File: src/rtl/cu_pipe_ckpt.sv
// cu_pipe_ckpt: control-word pipeline with freeze, per-stage dirty
// tracking, dirty-only checkpoint readout and indexed restore writes.
module cu_pipe_ckpt #(
    parameter int STAGES = 3,
    parameter int W = 32,
    parameter logic [W-1:0] RESET_WORD = '0,
    parameter logic [W-1:0] BUBBLE_WORD = '0,
    localparam int IW = (STAGES > 1) ? $clog2(STAGES) : 1
) (
    input  logic                  Clk,
    input  logic                  Rst,
    input  logic                  stand_by,
    input  logic [W-1:0]          word_in,
    output logic [STAGES*W-1:0]   ctrl_out,
    output logic [STAGES-1:0]     dirty,
    input  logic                  bk_req,
    output logic                  bk_valid,
    output logic [IW-1:0]         bk_idx,
    output logic [W-1:0]          bk_data,
    input  logic                  bk_ack,
    output logic                  bk_done,
    input  logic                  rs_valid,
    input  logic [IW-1:0]         rs_idx,
    input  logic [W-1:0]          rs_data,
    output logic                  rs_ready,
    output logic                  busy
);

    typedef enum logic [1:0] {
        IDLE,
        SCAN,
        OFFER,
        DONE
    } state_t;

    localparam logic [IW-1:0] LAST = IW'(STAGES - 1);

    state_t            state_q, state_d;
    logic [IW-1:0]     idx_q, idx_d;
    logic [W-1:0]      stage_q [STAGES];
    logic [W-1:0]      stage_d [STAGES];
    logic [STAGES-1:0] dirty_q, dirty_d;

    logic is_idle;
    logic is_last;
    logic adv;
    logic rs_fire;
    logic rs_hit;

    assign is_idle  = (state_q == IDLE);
    assign is_last  = (idx_q == LAST);
    assign rs_ready = is_idle & ~bk_req;
    assign rs_fire  = rs_valid & rs_ready;
    // Out-of-range restore targets are accepted but write nothing.
    assign rs_hit   = rs_fire & (int'(rs_idx) < STAGES);
    assign adv      = ~stand_by & is_idle & ~rs_fire;

    assign busy     = ~is_idle;
    assign bk_valid = (state_q == OFFER);
    assign bk_idx   = idx_q;
    assign bk_data  = stage_q[idx_q];
    assign bk_done  = (state_q == DONE);
    assign dirty    = dirty_q;

    // Stage registers and dirty flags: shift, restore write, backup clear.
    always_comb begin
        stage_d = stage_q;
        dirty_d = dirty_q;
        if (adv) begin
            stage_d[0] = word_in;
            for (int k = 1; k < STAGES; k++) begin
                stage_d[k] = stage_q[k-1];
            end
            dirty_d = '1;
        end
        if (rs_hit) begin
            stage_d[rs_idx] = rs_data;
            dirty_d[rs_idx] = 1'b0;
        end
        if ((state_q == OFFER) && bk_ack) begin
            dirty_d[idx_q] = 1'b0;
        end
    end

    // Checkpoint walker: visit each stage once, offer only dirty ones.
    always_comb begin
        state_d = state_q;
        idx_d   = idx_q;
        unique case (state_q)
            IDLE: begin
                if (bk_req) begin
                    state_d = SCAN;
                    idx_d   = '0;
                end
            end
            SCAN: begin
                if (dirty_q[idx_q]) begin
                    state_d = OFFER;
                end else if (is_last) begin
                    state_d = DONE;
                end else begin
                    idx_d = idx_q + 1'b1;
                end
            end
            OFFER: begin
                if (bk_ack) begin
                    if (is_last) begin
                        state_d = DONE;
                    end else begin
                        state_d = SCAN;
                        idx_d   = idx_q + 1'b1;
                    end
                end
            end
            DONE: begin
                state_d = IDLE;
            end
            default: begin
                state_d = IDLE;
            end
        endcase
    end

    // Live stage view only when idle and not frozen, bubbles otherwise.
    always_comb begin
        ctrl_out = '0;
        for (int k = 0; k < STAGES; k++) begin
            if (is_idle && !stand_by) begin
                ctrl_out[k*W +: W] = stage_q[k];
            end else begin
                ctrl_out[k*W +: W] = BUBBLE_WORD;
            end
        end
    end

    // State update; reset overrides everything, including a checkpoint.
    always_ff @(posedge Clk) begin
        if (Rst) begin
            state_q <= IDLE;
            idx_q   <= '0;
            dirty_q <= '0;
            for (int k = 0; k < STAGES; k++) begin
                stage_q[k] <= RESET_WORD;
            end
        end else begin
            state_q <= state_d;
            idx_q   <= idx_d;
            dirty_q <= dirty_d;
            for (int k = 0; k < STAGES; k++) begin
                stage_q[k] <= stage_d[k];
            end
        end
    end

endmodule

File: config.mk
export PLATFORM = sky130hd
export DESIGN_NAME = cu_pipe_ckpt
export DESIGN_NICKNAME = d
export VERILOG_FILES = /design/src/rtl/cu_pipe_ckpt.sv
export SDC_FILE = /design/constraint.sdc
export NUM_CORES = 1
export LEC_CHECK = 0
export ABC_AREA = 1
export BUFFER_PORTS_ARGS = -buffer_cell sky130_fd_sc_hd__buf_4
export CAP_MARGIN = 0
export CORE_ASPECT_RATIO = 1.4
export CORE_MARGIN = 2
export CORE_UTILIZATION = 36
export CTS_BUF_LIST = sky130_fd_sc_hd__clkbuf_8
export DETAILED_ROUTE_END_ITERATION = 8
export GPL_TIMING_DRIVEN = 1
export HOLD_SLACK_MARGIN = 0.06
export PLACE_DENSITY = 0.6
export SLEW_MARGIN = 20
export SYNTH_ARGS = -nofsm -noshare
export SYNTH_HDL_FRONTEND = slang
export SYNTH_SLANG_ARGS = --single-unit
File: constraint.sdc
create_clock -name Clk -period 1.9 [get_ports Clk]
set_clock_uncertainty 0.05 [all_clocks]
set_input_delay 0.38 -clock Clk [delete_from_list [all_inputs] [get_ports Clk]]
set_output_delay 0.38 -clock Clk [all_outputs]
set_load 0.05 [all_outputs]
# Word-level counts from Yosys, hierarchy flattened
# Index checks and enable logic that the tools add are counted.
[totals]
reg_bits = 103
output_inout_bits = 137
word_cells = 79
inputBits = 72
[op_classes]
n_eq_ne = 8
order_cmp = 8
n_addsub = 1
muxes = 31
bitwise = 15
reduce_logical = 10
[ops]
columns = ["cell", "n"]
rows = [
  ["$mux 32", 6],
  ["$mux 96", 2],
  ["$bwmux 96", 1],
  ["$bmux 32 s2", 1],
  ["$demux 32 s2", 1],
  ["$mux 2", 9],
  ["$mux 3", 3],
  ["$pmux 2 s4", 1],
  ["$and 3x3->3", 2],
  ["$eq 2x2->1 const B", 3],
  ["$ge 3x3->1 const B", 2],
  ["$lt 2x3->1 const B", 2],
  ["$not 2->3", 2],
  ["$not 3->3", 2],
  ["$pmux 2 s3", 1],
  ["$and 1x1->1", 5],
  ["$logic_and 1x1->1", 5],
  ["$demux 1 s2", 2],
  ["$ge 2x1->1 const B", 2],
  ["$ne 2x2->1 const B", 2],
  ["$not 1->1", 4],
  ["$reduce_and 4->1", 1],
  ["$lt 3x1->1 const B", 1],
  ["$mux 1", 3],
  ["10 further kinds", 10],
]

# Depth between registers and ports, before layout
# Gate-level depths: netlist (run 1).
[logic_depth]
depth_word = 10
mapped_depth = 13
ltp_nobuf = 11

# Least setup slack after synthesis (run 1)
# Ideal clock, no wire load.
[synth_timing]
kind = "flip-flop to output port"
from = "reg idx_q[1] (netlist: bk_idx[1])"
to = "out bk_data[10]"
t_arrival_ns = 2.339
stages_incl_launch_ff = 5
path_buffers = 2
required_ns = 1.470
path_slack_ns = -0.869
path_cell_list = "dfxtp_1 > clkbuf_1 > nand2_1 > clkbuf_1 > o21ai_0"
[synth_via]
elab_chain_len = 4
[synth_lines]
columns = ["element", "line_no", "text"]
rows = [
  ["start, declared", "39", "logic [IW-1:0] idx_q, idx_d;"],
  ["start signal, assigned", "147", "idx_q <= idx_d;"],
  ["$not 2->3 (implied by the code)", "61", "assign bk_data = stage_q[idx_q];"],
  ["$bmux 32 s2", "61", ""],
  ["$mux 32 (implied by the code) (2 in a row)", "61", ""],
  ["end, declared", "19", "output logic [W-1:0] bk_data,"],
]
# Every way passes these cells. The select of a mux whose other input is x is not followed.

# Worst setup path in the final report (run 1)
[layout_timing]
from = "reg state_q[0]"
to = "out ctrl_out[15]"
[layout_via]
elab_chain_len = 3
[layout_lines]
columns = ["element", "line_no", "text"]
rows = [
  ["start, declared", "38", "state_t state_q, state_d;"],
  ["start signal, assigned", "146", "state_q <= state_d;"],
  ["$logic_not 2->1", "50", "assign is_idle = (state_q == IDLE);"],
  ["$logic_and 1x1->1", "128", "if (is_idle && !stand_by) begin"],
  ["$mux 32", "128", ""],
  ["end, declared", "14", "output logic [STAGES*W-1:0] ctrl_out,"],
]
# Every way passes these cells.

==> results.txt, run 1 <==
The die area is 18400 um^2. The class of the worst hold path is primary input to flip-flop. The first global-routing pass estimated 37500 um of wire. The initial cell density of the core is 0.363. The average wire per standard cell came out at 20.4 um. The minimum period implied by the final worst setup slack came out at 2.26 ns. The total wire length after detailed routing is 31600 um. Dividing the synthesized area by the synthesized cell count gives 6.13 um^2. The headroom to the max-slew limit came out at 0.537. The portion of the post-synthesis area used by sequential elements is 0.330. The run finished, with violations left.

Dividing total power by cell area gives a power density of 1300 nW/um^2. The detail route stage leaves a number of antenna-violating nets equal to 0. The initial antenna violation count is 0.

In the final layout, the share of cells above drive strength 1 is 0.486. The y dimension of the die is 160 um. The overall die width came out at 115 um. The fmax came out at 443 MHz. Across every metal layer, demand over resource in global routing totals 0.259. Setup repair after global routing could not meet its margin everywhere. In this run the clock root is driven by a clkbuf_8.

The endpoint class of the critical path is an output port. Across the run, the number of max-cap violations was 0. The core region is 17200 um^2. The iteration count of the initial detailed-routing pass came out at 5. The number of ports placed on the die boundary came out at 209. The source-to-sink clock delay at the later pin of the worst-skew pair is 0.38 ns. The final layout net count came out at 1388. The port buffer count came out at 208. Summed over all cells, the static leakage comes to 5.33 nW. After layout, the worst setup slack is -0.355 ns. The depth of the most critical reg-to-reg path is 14. The library cell used most frequently in the layout, excluding fill and tap cells, is inv_1.

The number of vias in the routed layout is 8205. The congestion estimate from routability-driven global placement came to 0.842. The number of hold buffers added after cts is 0. In this run the most critical hold path is launched from rs_data[2]. The H-tree depth reported by CTS is 3. The path with the worst hold slack has its endpoint at stage_q[66]. The top cell types in the final layout, fill and taps aside, are inv_1 (179), nand2_1 (169), buf_6 (133), buf_4 (113), dfxtp_1 (99).

The buffering stage count on the worst path with inverters included is 6. The count of unresolved DRC violations after routing is 0. The critical path in this run is classified as flip-flop to output port. The number of DRC markers in iteration 0 is 532. On the critical path, the stage with the largest delay is an instance of dfxtp_2. At the worst endpoint, the required time is 1.47 ns. The final standard cell area without fillers came out at 12500 um^2. The synthesis-to-layout area growth is 101%.

The slew at the pin with the worst max-slew slack is 0.695 ns. At the end of the flow the core is filled with cells to 0.730. The portion of the clock cycle consumed by the worst path in the final layout came out at 1.19. The via density per instance is 5.30. The cell class contributing the biggest share of worst-path delay is buffers and inverters. STA classifies the critical path startpoint as a flip-flop.

The number of buffers between clock root and the deepest sink is 2. The pre-CTS setup slack came out at -0.0732 ns. The gate count after technology mapping came out at 1019.

The number of failing hold endpoints at the final stage came out at 0. The sum of overflow across all layers after global routing came out at 0. The worst path arrival time came out at 1.83 ns. IR analysis of the VDD net gives a maximum drop of 0.636 mV. The number of antenna diodes in the final layout is 0. The number of buffers created by CTS came out at 9. The checks that failed: negative setup slack. The final-report max-slew violation count was 0. In this run the critical register-to-register path is captured at stage_q[88]. The post-detailed-placement half-perimeter wirelength is 15100 um. The TritonCTS clock tree is done. The instance area after placement came out at 8950 um^2. The source of the worst register-to-register timing path is state_q[0]. The count of standard-cell rows is 57. Synthesis inferred 103 register bits.

The critical-path maximum fanout came out at 7. The area of the mapped netlist is 6240 um^2. Walking the worst path, the cells encountered are inv_4, ha_4, inv_8, nor2_4, inv_8, buf_12, buf_16, nor2_4, buf_8. The number of nets produced by synthesis came out at 1099.

The number of different library cells in the post-synthesis netlist came out at 27. The total number of clock tree sinks came out at 103. The total number of yosys warnings came out at 0. The reg-to-reg setup timing slack is -0.27 ns.

The largest single stage delay on the critical path is 0.35 ns. The largest net degree at the start of global routing is 102. The number of global-route vias before repair came to 7064.

The CTS clock-pin slew for the worst setup and hold paths came out at 0.11 ns. Summing internal, switching and leakage power gives 16.3 mW. Counting instances, the worst hold path has a depth of 3.

The count of endpoints failing setup in the final report is 225.
==> layout make-up <==
| class | instances | area (um^2) |
|---|---|---|
| clock inverter | 5 | 106 |
| clock buffer | 10 | 138 |
| inverter | 187 | 752 |
| multi-input combinational | 658 | 4780 |
| tap | 236 | 295 |
| fill | 1263 | 4640 |
| timing repair buffer | 349 | 4410 |
| sequential | 103 | 2070 |
==> routing by layer <==
layer | global-route usage | vias to the layer above | wire (um) | part of all wire
met2 | 0.459 | 454 | 15900 | 0.50
li1 | - | 3796 | - | -
met4 | 0.127 | 0 | 1900 | 0.060
met1 | 0.297 | 3838 | 11400 | 0.36
met5 | 0 | - | 0 | 0
met3 | 0.0421 | 117 | 2360 | 0.075
==> tightest hold or removal path, cell delays in order <==
cell	delay (ns)
buf_4	0.08
inv_1	0.06
a21oi_2	0.11
==> what timing repair did <==
| item | in CTS | in global routing |
|---|---|---|
| hold endpoints to repair | 0 | 0 |
| gates resized for setup | 233 | 245 |
| pin swaps | 17 | 33 |
| buffers inserted | 25 | 48 |
| endpoints found under the setup margin | 140 | 228 |
| gates cloned | 12 | 31 |
==> registers in the layout (all words and copies together), names as in the netlist <==
| register | flops |
|---|---|
| state_q | 2 |
| dirty | 3 |
| stage_q | 96 |
| bk_idx | 2 |
==> through the flow <==
| step | hold slack, ns | instances | TNS [ns] |
|---|---|---|---|
| 6_report | 0.227 | 1548 | -42.16 |
| 5_1_grt | 0.217 | 1548 | -57.82 |
| 4_1_cts | 0.207 | 1476 | -34.29 |
| 3_5_place_dp | 0.416 | 1424 | -0.741 |
| 3_3_place_gp | 0.418 | 1424 | -0.192 |
| 2_1_floorplan | 0.422 | 1019 | -7.97 |
==> how the worst max path moves through the flow <==
| stage | start | end | slack, ns | cells after the start |
|---|---|---|---|---|
| 6_report | state_q[0] | ctrl_out[15] | -0.36 | 9 |
| 5_1_grt | state_q[0] | ctrl_out[15] | -0.42 | 9 |
| 4_1_cts | state_q[0] | ctrl_out[0] | -0.36 | 8 |
| 3_5_place_dp | state_q[0] | stage_q[27] | -0.07 | 9 |
| 3_3_place_gp | state_q[0] | stage_q[23] | -0.02 | 9 |
| 2_1_floorplan | state_q[1] | ctrl_out[32] | -0.15 | 7 |
==> cells in the mapped netlist, drive strengths merged <==
| cell type | number | share of area |
|---|---|---|
| or2 | 1 | 0.0010 |
| o21ai | 151 | 0.12 |
| nand3 | 43 | 0.034 |
| ha | 8 | 0.016 |
| a21oi | 132 | 0.11 |
| clkinv | 2 | 0.0012 |
| nor3 | 1 | 0.0026 |
| nor3b | 1 | 0.0012 |
| a211oi | 1 | 0.0012 |
| o211ai | 20 | 0.024 |
| nor2 | 111 | 0.070 |
| dfxtp | 103 | 0.33 |
| inv | 185 | 0.11 |
| nand4 | 2 | 0.0020 |
| clkbuf | 27 | 0.016 |
| buf | 45 | 0.046 |
| nand2 | 186 | 0.11 |
==> report_power, final <==
| part | total (mW) | internal, mW | switching, mW |
|---|---|---|---|
| logic | 11.7 | 4.76 | 6.90 |
| registers | 2.94 | 2.60 | 0.331 |
| clock network | 1.72 | 0.907 | 0.816 |
==> kinds of logic after synthesis <==
logic type               after synthesis  synth area share
AND/OR/NAND/NOR                      345             0.226
AO/OA/AOI/OAI                        304             0.253
buffers and inverters                259             0.175
flip-flops                           103             0.330
adder cells (fa/ha/maj)                8            0.0160
No activity file was read; power rests on OpenSTA's default activity.
==> inputs of run 2 (changes only) <==
--- a/config.mk
+++ b/config.mk
@@ -16,6 +16,7 @@
 export GPL_TIMING_DRIVEN = 1
 export HOLD_SLACK_MARGIN = 0.06
 export PLACE_DENSITY = 0.6
+export RECOVER_POWER = 50
 export SLEW_MARGIN = 20
 export SYNTH_ARGS = -nofsm -noshare
 export SYNTH_HDL_FRONTEND = slang
==> run 2 against run 1 <==
Against the previous run: the run still ends with negative setup slack left; sequential power is essentially flat; clock-buffer cell count stayed put; critical path depth unchanged; cell count is the same; clock power about the same; via count increased by 0.16%; register-to-register slack is essentially flat; hold slack is essentially flat; combinational power barely moved; die area did not move; core utilization is 0.065 points lower; worst setup slack improved by 0.0028 ns; critical path type unchanged; largest power group unchanged; highest routed layer unchanged.
==> results.txt, run 2 (synthesized netlist as in run 1, its figures left out) <==
The number of violations of the max-capacitance limit is 0 (unchanged). The largest net degree at the start of global routing is 102 (unchanged). The via density per instance is 5.31 (+0.16%). The y dimension of the die came out at 160 um (unchanged).

The instance area after placement is 8950 um^2 (unchanged). The all-layer global routing usage is 0.259 (unchanged). The sum of overflow across all layers after global routing was 0 (unchanged).

The final layout net count was 1388 (unchanged). The number of buffers created by CTS came out at 9 (unchanged). The count of placed standard cells including taps is 1424 (unchanged). The cell class contributing the biggest share of worst-path delay is buffers and inverters. The endpoint class of the critical path is an output port.

In this run the top signal layer used is met4. The global-route wire length before repair came out at 37500 um (unchanged). The final-report max-slew violation count came to 0 (unchanged). The reg-to-reg setup timing slack is -0.27 ns (about the same). The count of filler cells inserted in the layout is 1263 (unchanged). The switching power share of the total came out at 0.494 (about the same).

The longest individual stage delay on the worst path was 0.35 ns (about the same). The slew at the pin with the worst max-slew slack came out at 0.702 ns (+0.00714 ns). The detailed-routed wire length on met3 came out at 2430 um (+2.7%).

The synthesis-to-layout area growth is 101% (about the same). The number of DRC markers in iteration 0 came out at 532 (unchanged). The critical path goes through inv_4, ha_4, inv_8, nor2_4, inv_8, buf_12, buf_16, nor2_4, buf_8. The fmax came out at 444 MHz (+0.12%).

The buffering stage count on the worst path with inverters included is 6 (unchanged). The worst hold slack after final layout is 0.227 ns (+0.000410 ns). The final standard cell area without fillers came to 12500 um^2 (about the same). The layout cell share with drive strength beyond 1 came out at 0.483 (-0.00229). The post-detailed-placement half-perimeter wirelength is 15100 um (unchanged). The area of the placeable core is 17200 um^2 (unchanged). The met1 wire length is 11400 um (-0.63%). The number of hold buffers added after cts came to 0 (unchanged). The CTS clock-pin slew for the worst setup and hold paths is 0.11 ns (about the same). The total power divided by cell area is 1300 nW/um^2 (about the same). The count of unresolved DRC violations after routing is 0 (unchanged). In this run the most critical hold path is launched from rs_data[2]. The final estimated routing congestion in global placement came out at 0.842 (unchanged). CTS placed an instance of clkbuf_8 at the clock tree root.

Leaving out fill and tap cells, the most frequent cells in the layout are inv_1 (179), nand2_1 (169), buf_6 (133), buf_4 (110), dfxtp_1 (99). The number of inserted diodes came out at 0 (unchanged). The number of buffers between clock root and the deepest sink was 2 (unchanged). The detailed route wirelength on metal2 came out at 15900 um (-0.17%). The switching power of the nets is 8.04 mW (about the same). In this run the critical register-to-register path is launched from state_q[0]. The checks that failed: negative setup slack. The count of endpoints failing setup in the final report came out at 225 (unchanged). Tracing the worst setup path back leads to its startpoint at state_q[0]. The number of ports placed on the die boundary came out at 209 (unchanged). The number of vias in the routed layout is 8218 (+0.16%).

The portion of the clock cycle consumed by the worst path in the final layout came out at 1.19 (-0.00145). Counting flops per register, the top entry is stage_q. The headroom to the max-slew limit is 0.532 (-0.00476). The initial antenna violation count is 0 (unchanged). The minimum period implied by the final worst setup slack was 2.25 ns (-0.00276 ns). The critical-path maximum fanout is 7 (unchanged).

The total wire length after detailed routing is 31600 um (about the same). The sequential power share is 0.180 (about the same). The total number of clock tree sinks is 103 (unchanged). The proportion of power drawn by combinational gates is 0.714 (about the same). The slowest stage of the critical path is the dfxtp_2 cell.

The non-filler instance count after layout came to 1548 (unchanged). The port buffer count is 208 (unchanged). The number of failing hold endpoints at the final stage is 0 (unchanged). The critical path class is flip-flop to output port.

The largest voltage drop on the vdd net was 0.636 mV (about the same). The path class of the tightest hold or removal check is primary input to flip-flop. The H-tree depth reported by CTS is 3 (unchanged). The startpoint type of the worst setup path is a flip-flop. The pre-CTS setup slack came to -0.0732 ns (unchanged). The count of standard-cell rows is 57 (unchanged).

The source-to-sink clock delay at the later pin of the worst-skew pair is 0.38 ns (about the same). The number of flip-flops under the largest register name is 96 (unchanged). The leakage dissipation is 5.32 nW (-0.23%). Leaving out fill and tap cells, the most frequent cell in the layout is inv_1.

The TritonCTS clock tree is done. The initial cell density of the core is 0.363 (unchanged). The die area was 18400 um^2 (unchanged). The clock group share of total power came to 0.106 (about the same). The overall die width is 115 um (unchanged). The iteration count of the initial detailed-routing pass came to 5 (unchanged). Setup repair after global routing could not meet its margin everywhere.

The number of global-route vias before repair came out at 7064 (unchanged). The data required time of the critical path is 1.47 ns (about the same). The overall power consumption is 16.3 mW (-0.11%). The average wire per standard cell is 20.4 um (about the same).

The worst path arrival time came out at 1.82 ns (about the same). The final antenna-violating net count came out at 0 (unchanged). The internal power consumption came out at 8.25 mW (-0.20%). The run finished, with violations left.

The final critical-path setup slack came out at -0.352 ns (+0.00276 ns).
run 2: what timing repair did:
action	4_1_cts	5_1_grt
gates cloned	12	31
setup buffers	25	48
pin swaps	17	33
resized for setup	233	245
setup endpoints to repair	140	228
run 2: layout make-up:
type	count	area [um^2]	share of cell area
clock buffer	10	138	0.0110
sequential	103	2070	0.165
inverter	187	752	0.0600
multi-input combinational	658	4780	0.381
timing repair buffer	349	4390	0.351
tap	236	295	0.0236
clock inverter	5	106	0.00849
run 2: metrics by stage:
step	TNS, ns	utilization
final	-41.64	0.729
after global routing	-57.82	0.729
after CTS	-34.29	0.618
after detailed placement	-0.741	0.521
after global placement	-0.192	0.521
after floorplan	-7.97	-
run 2: worst paths after layout:
check / to / cells past startpoint
worst max-delay path: ctrl_out[15] / 9
worst min-delay path: stage_q[66] / 3
worst max register to register: stage_q[88] / 14
worst min register to register: dirty[0] / 2
run 2: per-layer routing:
layer	track usage	up-vias
met5	0	-
met4	0.127	0
met3	0.0421	120
met2	0.459	453
met1	0.297	3850
li1	-	3795
run 2: power groups by stage:
stage	registers [mW]	logic, mW	clock network (mW)
4_1_cts	2.90	9.64	1.74
3_5_place_dp	2.91	7.57	0
2_1_floorplan	2.96	5.66	0
3_3_place_gp	2.90	7.53	0
6_report	2.94	11.6	1.72
5_1_grt	2.98	12.1	1.81
run 2: worst register-to-register path, delay by kind of cell (launching register included):
| family | cells | cell delay, ns |
|---|---|---|
| AND/OR/NAND/NOR | 3 | 0.41 |
| buffers and inverters | 8 | 0.88 |
| AO/OA/AOI/OAI | 2 | 0.21 |
| adder cells (fa/ha/maj) | 1 | 0.16 |
| flip-flops | 1 | 0.35 |
